`src/rtl/param_divider.sv`:
```
// Sequential radix-2 restoring divider, one quotient bit per clock, WIDTH cycles per result.
// Optional two's-complement mode; divide-by-zero resolves in one cycle with q=all ones, r=a.
module param_divider #(
  parameter int WIDTH     = 32,
  parameter bit SIGNED_EN = 1'b1
) (
  input  logic             clock_i,
  input  logic             reset_n_i,
  input  logic             start_i,
  input  logic             signed_mode_i,
  input  logic [WIDTH-1:0] a_i,
  input  logic [WIDTH-1:0] b_i,
  output logic             ready_o,
  output logic             busy_o,
  output logic             done_o,
  output logic [WIDTH-1:0] q_o,
  output logic [WIDTH-1:0] r_o,
  output logic             div_zero_o
);

  localparam int CW = $clog2(WIDTH + 1);

  typedef enum logic [1:0] {S_IDLE, S_CALC, S_ZERO} state_t;

  state_t           state_q;
  logic [CW-1:0]    cnt_q;
  logic [WIDTH-1:0] dvd_q;
  logic [WIDTH-1:0] dvs_q;
  logic [WIDTH-1:0] rem_q;
  logic             neg_quo_q;
  logic             neg_rem_q;
  logic [WIDTH-1:0] q_q;
  logic [WIDTH-1:0] r_q;
  logic             done_q;
  logic             dz_q;

  logic [WIDTH:0]   r_ext;
  logic [WIDTH:0]   sub;
  logic             ge;
  logic [WIDTH-1:0] rem_d;
  logic [WIDTH-1:0] dvd_d;
  logic [WIDTH-1:0] quo_fix;
  logic [WIDTH-1:0] rem_fix;
  logic             sgn;
  logic             a_neg;
  logic             b_neg;
  logic [WIDTH-1:0] a_mag;
  logic [WIDTH-1:0] b_mag;

  // The partial remainder is always below the divisor, so R' < 2*|b| and the
  // top bit of the (WIDTH+1)-bit difference is a clean borrow flag.
  always_comb begin
    r_ext   = {rem_q, dvd_q[WIDTH-1]};
    sub     = r_ext - {1'b0, dvs_q};
    ge      = ~sub[WIDTH];
    rem_d   = ge ? sub[WIDTH-1:0] : r_ext[WIDTH-1:0];
    dvd_d   = {dvd_q[WIDTH-2:0], ge};
    quo_fix = neg_quo_q ? (~dvd_d + 1'b1) : dvd_d;
    rem_fix = neg_rem_q ? (~rem_d + 1'b1) : rem_d;
    sgn     = SIGNED_EN && signed_mode_i;
    a_neg   = sgn && a_i[WIDTH-1];
    b_neg   = sgn && b_i[WIDTH-1];
    a_mag   = a_neg ? (~a_i + 1'b1) : a_i;
    b_mag   = b_neg ? (~b_i + 1'b1) : b_i;
  end

  always_ff @(posedge clock_i) begin
    if (!reset_n_i) begin
      state_q   <= S_IDLE;
      cnt_q     <= '0;
      dvd_q     <= '0;
      dvs_q     <= '0;
      rem_q     <= '0;
      neg_quo_q <= 1'b0;
      neg_rem_q <= 1'b0;
      q_q       <= '0;
      r_q       <= '0;
      done_q    <= 1'b0;
      dz_q      <= 1'b0;
    end else begin
      done_q <= 1'b0;
      case (state_q)
        S_IDLE: begin
          if (start_i) begin
            neg_quo_q <= a_neg ^ b_neg;
            neg_rem_q <= a_neg;
            dvs_q     <= b_mag;
            rem_q     <= '0;
            cnt_q     <= CW'(WIDTH);
            dz_q      <= 1'b0;
            // Zero divisor keeps the raw dividend so it can be returned as r.
            if (b_i == '0) begin
              dvd_q   <= a_i;
              state_q <= S_ZERO;
            end else begin
              dvd_q   <= a_mag;
              state_q <= S_CALC;
            end
          end
        end
        S_CALC: begin
          rem_q <= rem_d;
          dvd_q <= dvd_d;
          cnt_q <= cnt_q - CW'(1);
          if (cnt_q == CW'(1)) begin
            q_q     <= quo_fix;
            r_q     <= rem_fix;
            done_q  <= 1'b1;
            state_q <= S_IDLE;
          end
        end
        S_ZERO: begin
          q_q     <= '1;
          r_q     <= dvd_q;
          dz_q    <= 1'b1;
          done_q  <= 1'b1;
          state_q <= S_IDLE;
        end
        default: state_q <= S_IDLE;
      endcase
    end
  end

  assign ready_o    = (state_q == S_IDLE);
  assign busy_o     = ~ready_o;
  assign done_o     = done_q;
  assign q_o        = q_q;
  assign r_o        = r_q;
  assign div_zero_o = dz_q;

endmodule

```
`config.mk`:
```
export PLATFORM = sky130hd
export DESIGN_NAME = param_divider
export DESIGN_NICKNAME = d
export VERILOG_FILES = /design/src/rtl/param_divider.sv
export SDC_FILE = /design/constraint.sdc
export NUM_CORES = 1
export LEC_CHECK = 0
export CAP_MARGIN = 5
export CORE_ASPECT_RATIO = 0.75
export CORE_MARGIN = 5
export CORE_UTILIZATION = 52
export CTS_CLUSTER_DIAMETER = 60
export DETAILED_ROUTE_END_ITERATION = 10
export PLACE_DENSITY = 0.78
export SETUP_SLACK_MARGIN = 0.2
export SYNTH_ARGS = -nofsm -noshare
export SYNTH_HDL_FRONTEND = slang
export SYNTH_SLANG_ARGS = --single-unit
```
`constraint.sdc`:
```
create_clock -name clock_i -period 5.17 [get_ports clock_i]
set_clock_uncertainty 0.05 [all_clocks]
set_input_delay 0.517 -clock clock_i [delete_from_list [all_inputs] [get_ports clock_i]]
set_output_delay 0.517 -clock clock_i [all_outputs]
set_load 0.1 [all_outputs]
```
# Yosys cells after proc, flatten, opt, wreduce, memory -nomap -nowiden
# Cells that the tools add are included.
# op_classes
reduce_logical	12
n_bitwise	7
n_mux	24
n_eq_ne	5
n_addsub	6
# ops
op	n
32-bit two-way mux	10
32-bit one-hot mux with 2 select lines	4
32-bit by 1-bit adder with 32-bit output, second input constant	4
32-bit NOT	4
33-bit by 32-bit subtractor with 33-bit output	1
32-bit zero test	1
6-bit one-hot mux with 2 select lines	1
2-bit AND reduction	5
6-bit by 1-bit equality test with 1-bit output, second input constant	1
2-bit two-way mux	3
6-bit two-way mux	1
2-bit nonzero test	3
6-bit by 1-bit subtractor with 6-bit output, second input constant	1
2-bit != test, second input constant	2
1-bit one-hot mux with 2 select lines	2
2-bit one-hot mux with 2 select lines	1
2-bit by 1-bit equality test with 1-bit output, second input constant	1
2-bit equality test, second input constant	1
1-bit logical AND	2
2-bit zero test	1
1-bit two-way mux	2
1-bit NOT	2
1-bit XOR	1
# word_totals
word_cells	65
output_inout_bits	68
register_bits	172
input_bits	68

# Logic depth before layout (Yosys ltp)
# Gate-level depths: netlist (run 1).
# depth
depth_word	7
ltp_mapped	26
depth_no_buf	23

# Worst setup path before layout (run 1)
# Ideal clock, no wire load.
# synth_path
kind	register -> register
startpoint	register dvs_q[12]
endpoint	register r_q[14], in the netlist r_o[14]
period_less_slack_ns	4.952
setup_slack_ns	0.218
t_arrival_ns	4.775
setup_time_ns	0.128
n_path_buf	4
stages_incl_launch_ff	27
required_ns	4.992
path_cell_list	dfxtp_1 inv_1 ha_1 buf_2 nand4_1 or4_4 a2111oi_4 o21ai_2 a21boi_2 nor2_8 inv_4 buf_2 buf_2 buf_2 nor2_1 a21oi_1 ha_1 nand2_1 a211oi_1 nand3_1 nor4_1 mux2i_1 o21ai_0 xnor2_1 o21ai_0 o21ai_0 nor2_1
# synth_via
elab_chain_cells	7
# synth_rtl
element	line	text
from (decl)	28	logic [WIDTH-1:0] dvs_q;
from (signal assigned)	87	dvs_q <= b_mag;
33-bit by 32-bit subtractor with 33-bit output *	54	sub = r_ext - {1'b0, dvs_q};
32-bit two-way mux *	56	rem_d = ge ? sub[WIDTH-1:0] : r_ext[WIDTH-1:0];
32-bit NOT	59	rem_fix = neg_rem_q ? (~rem_d + 1'b1) : rem_d;
32-bit by 1-bit adder with 32-bit output	59	
32-bit two-way mux *	59	
32-bit two-way mux *	105	if (cnt_q == CW'(1)) begin
32-bit one-hot mux with 2 select lines *	82	case (state_q)
to (signal assigned)	107	r_q <= rem_fix;
to (signal assigned)	114	r_q <= dvd_q;
to (decl)	33	logic [WIDTH-1:0] r_q;
# Mark *: on every way between the ends. The rest lies on a longest branch, timed or not. The select of a mux whose other input is x is not followed.
# A chain may end at the register's enable or synchronous reset.

# Worst setup path in the final report (run 1)
# layout_path
startpoint	register rem_q[9]
endpoint	register r_q[26], in the netlist r_o[26]
# layout_via
elab_chain_cells	7
# layout_rtl
element	line	text
from (decl)	29	logic [WIDTH-1:0] rem_q;
from (signal assigned)	102	rem_q <= rem_d;
33-bit by 32-bit subtractor with 33-bit output	54	
32-bit two-way mux *	56	
32-bit NOT	59	
32-bit by 1-bit adder with 32-bit output	59	
32-bit two-way mux *	59	
32-bit two-way mux *	105	
32-bit one-hot mux with 2 select lines *	82	
# Marked as above.

==> results.json, run 1 <==
{
  "yosys.area_share.simple": 0.224,
  "synth_area_leaders": "dfxtp_1, nand2_1, a21oi_1",
  "design.die.area_um2": 26400,
  "synth_top_area_share": 0.285,
  "leakage_nw": 5.41,
  "cts_tree": "yes",
  "grt_usage": 0.305,
  "path_class": "register to register",
  "grt_antenna_before_repair": 0,
  "arrival_ps": 5040,
  "ys_warn_count": 0,
  "peakVddDrop_uv": 250,
  "synth_nets": 1743,
  "ys_async_sr_fraction": 0,
  "gr-total-overflow": 0,
  "h-tree-depth": 4,
  "grt_pass1_vias": 11400,
  "critPathTopFamily": "simple AND/OR/NAND/NOR gates",
  "placedCellCount": 1978,
  "yosysTopAreaCell": "dfxtp_1",
  "cts_root_buf": "clkbuf_16",
  "die_w_um": 186,
  "fin_crit_ps": 4740,
  "path_cells": "ha_2 -> nand4_1 -> or4_4 -> a2111oi_4 -> o21ai_2 -> a21boi_4 -> nor2_8 -> inv_4 -> nor2_1 -> a21oi_2 -> ha_2 -> nand2_1 -> a211oi_2 -> nand3_2 -> nor3_1 -> mux2_2 -> nand4_1 -> o31ai_2 -> xor2_1 -> nand2_1 -> a31oi_1",
  "drtIter0Drc": 1732,
  "vias": 12700,
  "drc": 0,
  "worstHoldStart": "dvs_q[30]",
  "clkTransAtPathRegs_ps": 60,
  "finalHoldViolations": 0,
  "yosys_register_bits": 172,
  "drt_pass1_iterations": 6,
  "max_freq_ghz": 0.211,
  "wl_um": 41500,
  "grt_pass1_wl_um": 64000,
  "worst_hold_path_type": "register to register",
  "crit_buf_inv": 1,
  "tns_ps": 0,
  "worst_slew_pin_slew_ps": 1150,
  "synth_edf_count": 0,
  "synth_compound_area_frac": 0.271,
  "synthXorXnorAreaFrac": 0.0950,
  "muxShareOfSynthArea": 0.0262,
  "nets": 1810,
  "row_count": 48,
  "vias_per_cell": 6.31,
  "hold-path-endpoint": "dvs_q[30]",
  "gp_congestion": 0.976,
  "syn_inst": 1633,
  "cts_sinks": 172,
  "powerDensity_nw_per_um2": 291,
  "synth_cell_types": 72,
  "cts.path.max_buffers": 2,
  "required_ps": 5470,
  "grt_max_degree": 69,
  "finalCritPeriodShare": 0.916,
  "max_stage_delay_ps": 500,
  "cts_made_buffers": 17,
  "initial_core_util": 0.526,
  "ant_nets": 0,
  "slew_headroom": 0.232,
  "syn_area_um2": 12100,
  "cp-end-kind": "register",
  "crit_slowest_cell": "or4_4",
  "antenna_cells": 0,
  "hpwl_um": 30900,
  "maxCapViolations": 0,
  "final_max_slew_viol_count": 0,
  "clock_latency_ps": 440,
  "avgSynthCellArea_um2": 7.39,
  "layout-drive-gt1-share": 0.0625,
  "finalSetupViolations": 0,
  "synth_top_family_by_area": "compound AO/OA/AOI/OAI gates",
  "status": "finished, final reports clean",
  "cp-start-kind": "register",
  "r2r_start": "rem_q[9]",
  "final_common_cell": "nand2_1",
  "reg2reg_to": "r_o[26]",
  "reg2reg_depth": 21,
  "ios": 136,
  "yosys_most_used_dff": "dfxtp_1",
  "synthAdderAreaFrac": 0.0441,
  "area_growth_pct": 17.7,
  "rrSetupSlack_ps": 430,
  "synth-seq-area-share": 0.285,
  "numPortBuffers": 135,
  "rsz0062_at_grt": "no",
  "coreArea_um2": 22900,
  "cp_max_fo": 9,
  "avgRoutedWirePerCell_um": 20.6,
  "die_y_um": 142,
  "final_cell_mix": "nand2_1, dfxtp_1, a21oi_1, o21ai_0, clkdlybuf4s50_1",
  "whs_path_depth": 2,
  "finalNonFillerCells": 2012
}
==> layout make-up <==
type | instances | area [um2]
Sequential cell | 172 | 3440
Tap cell | 300 | 375
Clock inverter | 12 | 115
Timing Repair Buffer | 159 | 1530
Inverter | 60 | 229
Clock buffer | 19 | 453
Multi-Input combinational cell | 1290 | 8070
Fill cell | 2079 | 8730
==> report_power, final <==
group	leakage [nW]	switching [W]	internal, W
sequential	1.41	0.000103	0.00142
clock	0.261	0.000577	0.000690
combinational	3.75	0.000932	0.000408
total	5.41	0.00161	0.00252
==> flip-flops by register name (all words and copies together), names as in the netlist <==
| register | count |
|---|---|
| state_q | 2 |
| dvd_q | 32 |
| dvs_q | 32 |
| neg_rem_q | 1 |
| rem_q | 32 |
| done_o | 1 |
| r_o | 32 |
| q_o | 32 |
| neg_quo_q | 1 |
| div_zero_o | 1 |
| cnt_q | 6 |
==> worst register-to-register path, stage by stage (launching register included) <==
cell,delay (ps)
dfxtp_1,370
ha_2,450
nand4_1,230
or4_4,500
a2111oi_4,350
o21ai_2,120
a21boi_4,230
nor2_8,70
inv_4,100
nor2_1,60
a21oi_2,180
ha_2,250
nand2_1,90
a211oi_2,220
nand3_2,160
nor3_1,210
mux2_2,230
nand4_1,140
o31ai_2,230
xor2_1,160
nand2_1,70
a31oi_1,180
==> synth_stat cells, drive strengths merged, types with 6 or more instances <==
cell type	n
a21oi	162
o211a	28
or3	24
nor3	41
nor2b	10
o211ai	37
clkbuf	90
a21boi	10
a22oi	8
nand2b	14
and2	28
inv	60
nand3	28
or2	6
o31a	6
or4	14
o31ai	29
nand3b	10
buf	21
xnor2	52
o41ai	13
nor2	120
xor2	79
nor4	20
a211oi	16
nand4	12
ha	41
a31oi	13
and3	10
nand2	223
o21ai	147
mux2i	26
o21a	7
dfxtp	172
==> repair_timing <==
item | CTS | global route
resized for setup | 4 | 16
hold endpoints to repair | 0 | 0
endpoints found under the setup margin | 5 | 16
hold buffers | 0 | 0
pin swaps | 0 | 5
setup buffers | 0 | 3
==> per-stage QoR <==
stage / worst slack (ps) / total power [W] / hold slack, ps / cell area (um2) / utilization
finish: 434 / 0.00413 / 409 / 14200 / 0.620
global route: 178 / 0.00429 / 448 / 14200 / 0.620
CTS: 207 / 0.00410 / 410 / 14100 / 0.616
detailed placement: 31.3 / 0.00285 / 395 / 13500 / 0.590
global placement: 331 / 0.00283 / 394 / 13500 / 0.590
floorplan: 218 / 0.00245 / 382 / 12100 / -
==> worst max path at each step <==
stage,start,end,slack [ps],cells after the start
2_1_floorplan,dvs_q[12],r_o[14],220,26
3_3_place_gp,dvs_q[10],r_o[14],330,22
3_5_place_dp,dvd_q[31],r_o[30],30,22
4_1_cts,dvd_q[31],r_o[28],210,23
5_1_grt,dvd_q[31],r_o[26],180,23
6_report,rem_q[9],r_o[26],430,21
==> layer usage <==
layer,global-route usage,part of all wire,vias to the layer above
met1,0.477,0.47,6015
met5,0,0,-
li1,-,-,5960
met4,0.0529,0.013,0
met2,0.437,0.42,665
met3,0.0590,0.10,59
==> logic make-up after synthesis <==
group,after synthesis
muxes,31
buffers and inverters,171
DFF,172
xor gates and xnor gates,131
AOI/OAI and AO/OA,517
adders and majority gates,42
and+or+nand+nor,569
No activity file was read; power rests on OpenSTA's default activity.
==> run 2, diff against run 1 <==
- SKIP_CTS_REPAIR_TIMING: not set -> 1
==> run 2 against run 1 <==
Net effect:
- worst setup slack got worse by 25 ps
- register-to-register slack lost 20 ps
- maximum frequency shrank 0.52%
- clock-buffer cell count is the same
- critical path depth stayed put
- clock power about the same
- global-route usage about the same
- cell count hardly changed
- critical endpoint unchanged
- largest cell class unchanged
- largest power group unchanged
==> results.json, run 2 (same netlist as run 1, synthesis figures left out) <==
{
  "cts_root_buf": "clkbuf_16",
  "avgRoutedWirePerCell_um": 20.6,
  "drt_pass1_iterations": 6,
  "final_max_slew_viol_count": 0,
  "holdWs_ps": 409,
  "worst_slew_pin_slew_ps": 1130,
  "slew_headroom": 0.244,
  "grt_antenna_before_repair": 0,
  "drc": 0,
  "vias": 12700,
  "layout-drive-gt1-share": 0.0631,
  "multi_input_area_um2": 8070,
  "ios": 136,
  "numPortBuffers": 135,
  "design.die.area_um2": 26400,
  "path_cells": "ha_2 -> nand4_1 -> or4_4 -> a2111oi_4 -> o21ai_2 -> a21boi_4 -> nor2_8 -> inv_4 -> nor2_1 -> a21oi_2 -> ha_2 -> nand2_1 -> a211oi_2 -> nand3_2 -> nor3_2 -> mux2_2 -> nand4_1 -> o31ai_2 -> xor2_1 -> nand2_1 -> a31oi_1",
  "gr-total-overflow": 0,
  "hpwl_um": 30900,
  "powerDensity_nw_per_um2": 291,
  "grt_max_degree": 69,
  "finalCritPeriodShare": 0.921,
  "cts_made_buffers": 17,
  "drtIter0Drc": 1662,
  "grt_usage": 0.304,
  "worst_hold_path_type": "register to register",
  "die_w_um": 186,
  "coreArea_um2": 22900,
  "maxCapViolations": 0,
  "h-tree-depth": 4,
  "fin_crit_ps": 4760,
  "leakage_nw": 5.41,
  "reg2reg_depth": 21,
  "gp_congestion": 0.976,
  "dpl_cell_area_um2": 13500,
  "grt_pass1_vias": 11400,
  "wl_um": 41500,
  "final_common_cell": "nand2_1",
  "required_ps": 5470,
  "ant_nets": 0,
  "cp-end-kind": "register",
  "grt_pass1_wl_um": 63900,
  "max_freq_ghz": 0.210,
  "path_class": "register to register",
  "initial_core_util": 0.526,
  "clkTransAtPathRegs_ps": 70,
  "cts.path.max_buffers": 2,
  "arrival_ps": 5060,
  "die_y_um": 142,
  "clock_latency_ps": 440,
  "cts_tree": "yes",
  "final_cell_mix": "nand2_1, dfxtp_1, a21oi_1, o21ai_0, clkdlybuf4s50_1",
  "nets": 1810,
  "num-fill-cells": 2079,
  "final_area_um2": 14200,
  "row_count": 48,
  "max_stage_delay_ps": 500,
  "status": "finished, final reports clean",
  "cts_sinks": 172,
  "whs_path_depth": 2,
  "seqCellArea_um2": 3440,
  "cp_max_fo": 9,
  "finalSetupViolations": 0,
  "peakVddDrop_uv": 258,
  "cp-start-kind": "register",
  "rsz0062_at_grt": "no",
  "crit_slowest_cell": "or4_4",
  "finalHoldViolations": 0,
  "area_growth_pct": 17.8,
  "vias_per_cell": 6.30
}
run 2: cell count changes in the layout (fill, tap and decap cells not counted), sizes merged:
cell and delta:
diode +1
run 2: metal layers:
| layer | share of wire | wire length, um | GRT usage | vias up |
|---|---|---|---|---|
| met5 | 0 | 0 | 0 | - |
| met4 | 0.013 | 554 | 0.0533 | 0 |
| met3 | 0.10 | 4160 | 0.0613 | 53 |
| met2 | 0.42 | 17400 | 0.435 | 658 |
| met1 | 0.47 | 19500 | 0.476 | 6005 |
| li1 | - | - | - | 5975 |
run 2: power breakdown:
group | switching (W) | internal [W]
Sequential | 0.000103 | 0.00142
Combinational | 0.000934 | 0.000408
Clock | 0.000579 | 0.000690
Total | 0.00162 | 0.00252
run 2: through the flow:
| stage | setup TNS (ps) | power (W) | worst slack, ps | utilization | instances |
|---|---|---|---|---|---|
| after floorplan | 0 | 0.00245 | 218 | - | 1633 |
| after global placement | 0 | 0.00283 | 331 | 0.590 | 1978 |
| after detailed placement | 0 | 0.00285 | 31.3 | 0.590 | 1978 |
| after CTS | -7.41 | 0.00409 | -7.41 | 0.615 | 2009 |
| after global routing | 0 | 0.00429 | 199 | 0.620 | 2012 |
| final | 0 | 0.00414 | 409 | 0.620 | 2013 |
run 2: worst max-delay path: cells and delay by family (launching register included):
kind | cells | cell delay, ps
AOI/OAI and AO/OA | 7 | 1520
xor gates and xnor gates | 1 | 160
adders and majority gates | 2 | 690
buffers and inverters | 1 | 110
DFF | 1 | 370
muxes | 1 | 220
and+or+nand+nor | 9 | 1530
run 2: worst paths after layout:
path	from	endpoint	slack, ps
worst max-delay path	rem_q[9]	r_o[26]	410
worst min register to register	dvs_q[30]	dvs_q[30]	410
worst max register to register	rem_q[9]	r_o[26]	410
worst min-delay path	dvs_q[30]	dvs_q[30]	410
run 2: cell type report:
cell class	instances	area share
diodes	1	0.000176
clock buffers	19	0.0318
clock inverters	12	0.00809
inverters	60	0.0161
multi-input cells	1290	0.568
flip-flops and latches	172	0.242
well taps	300	0.0264
repair buffers	159	0.108
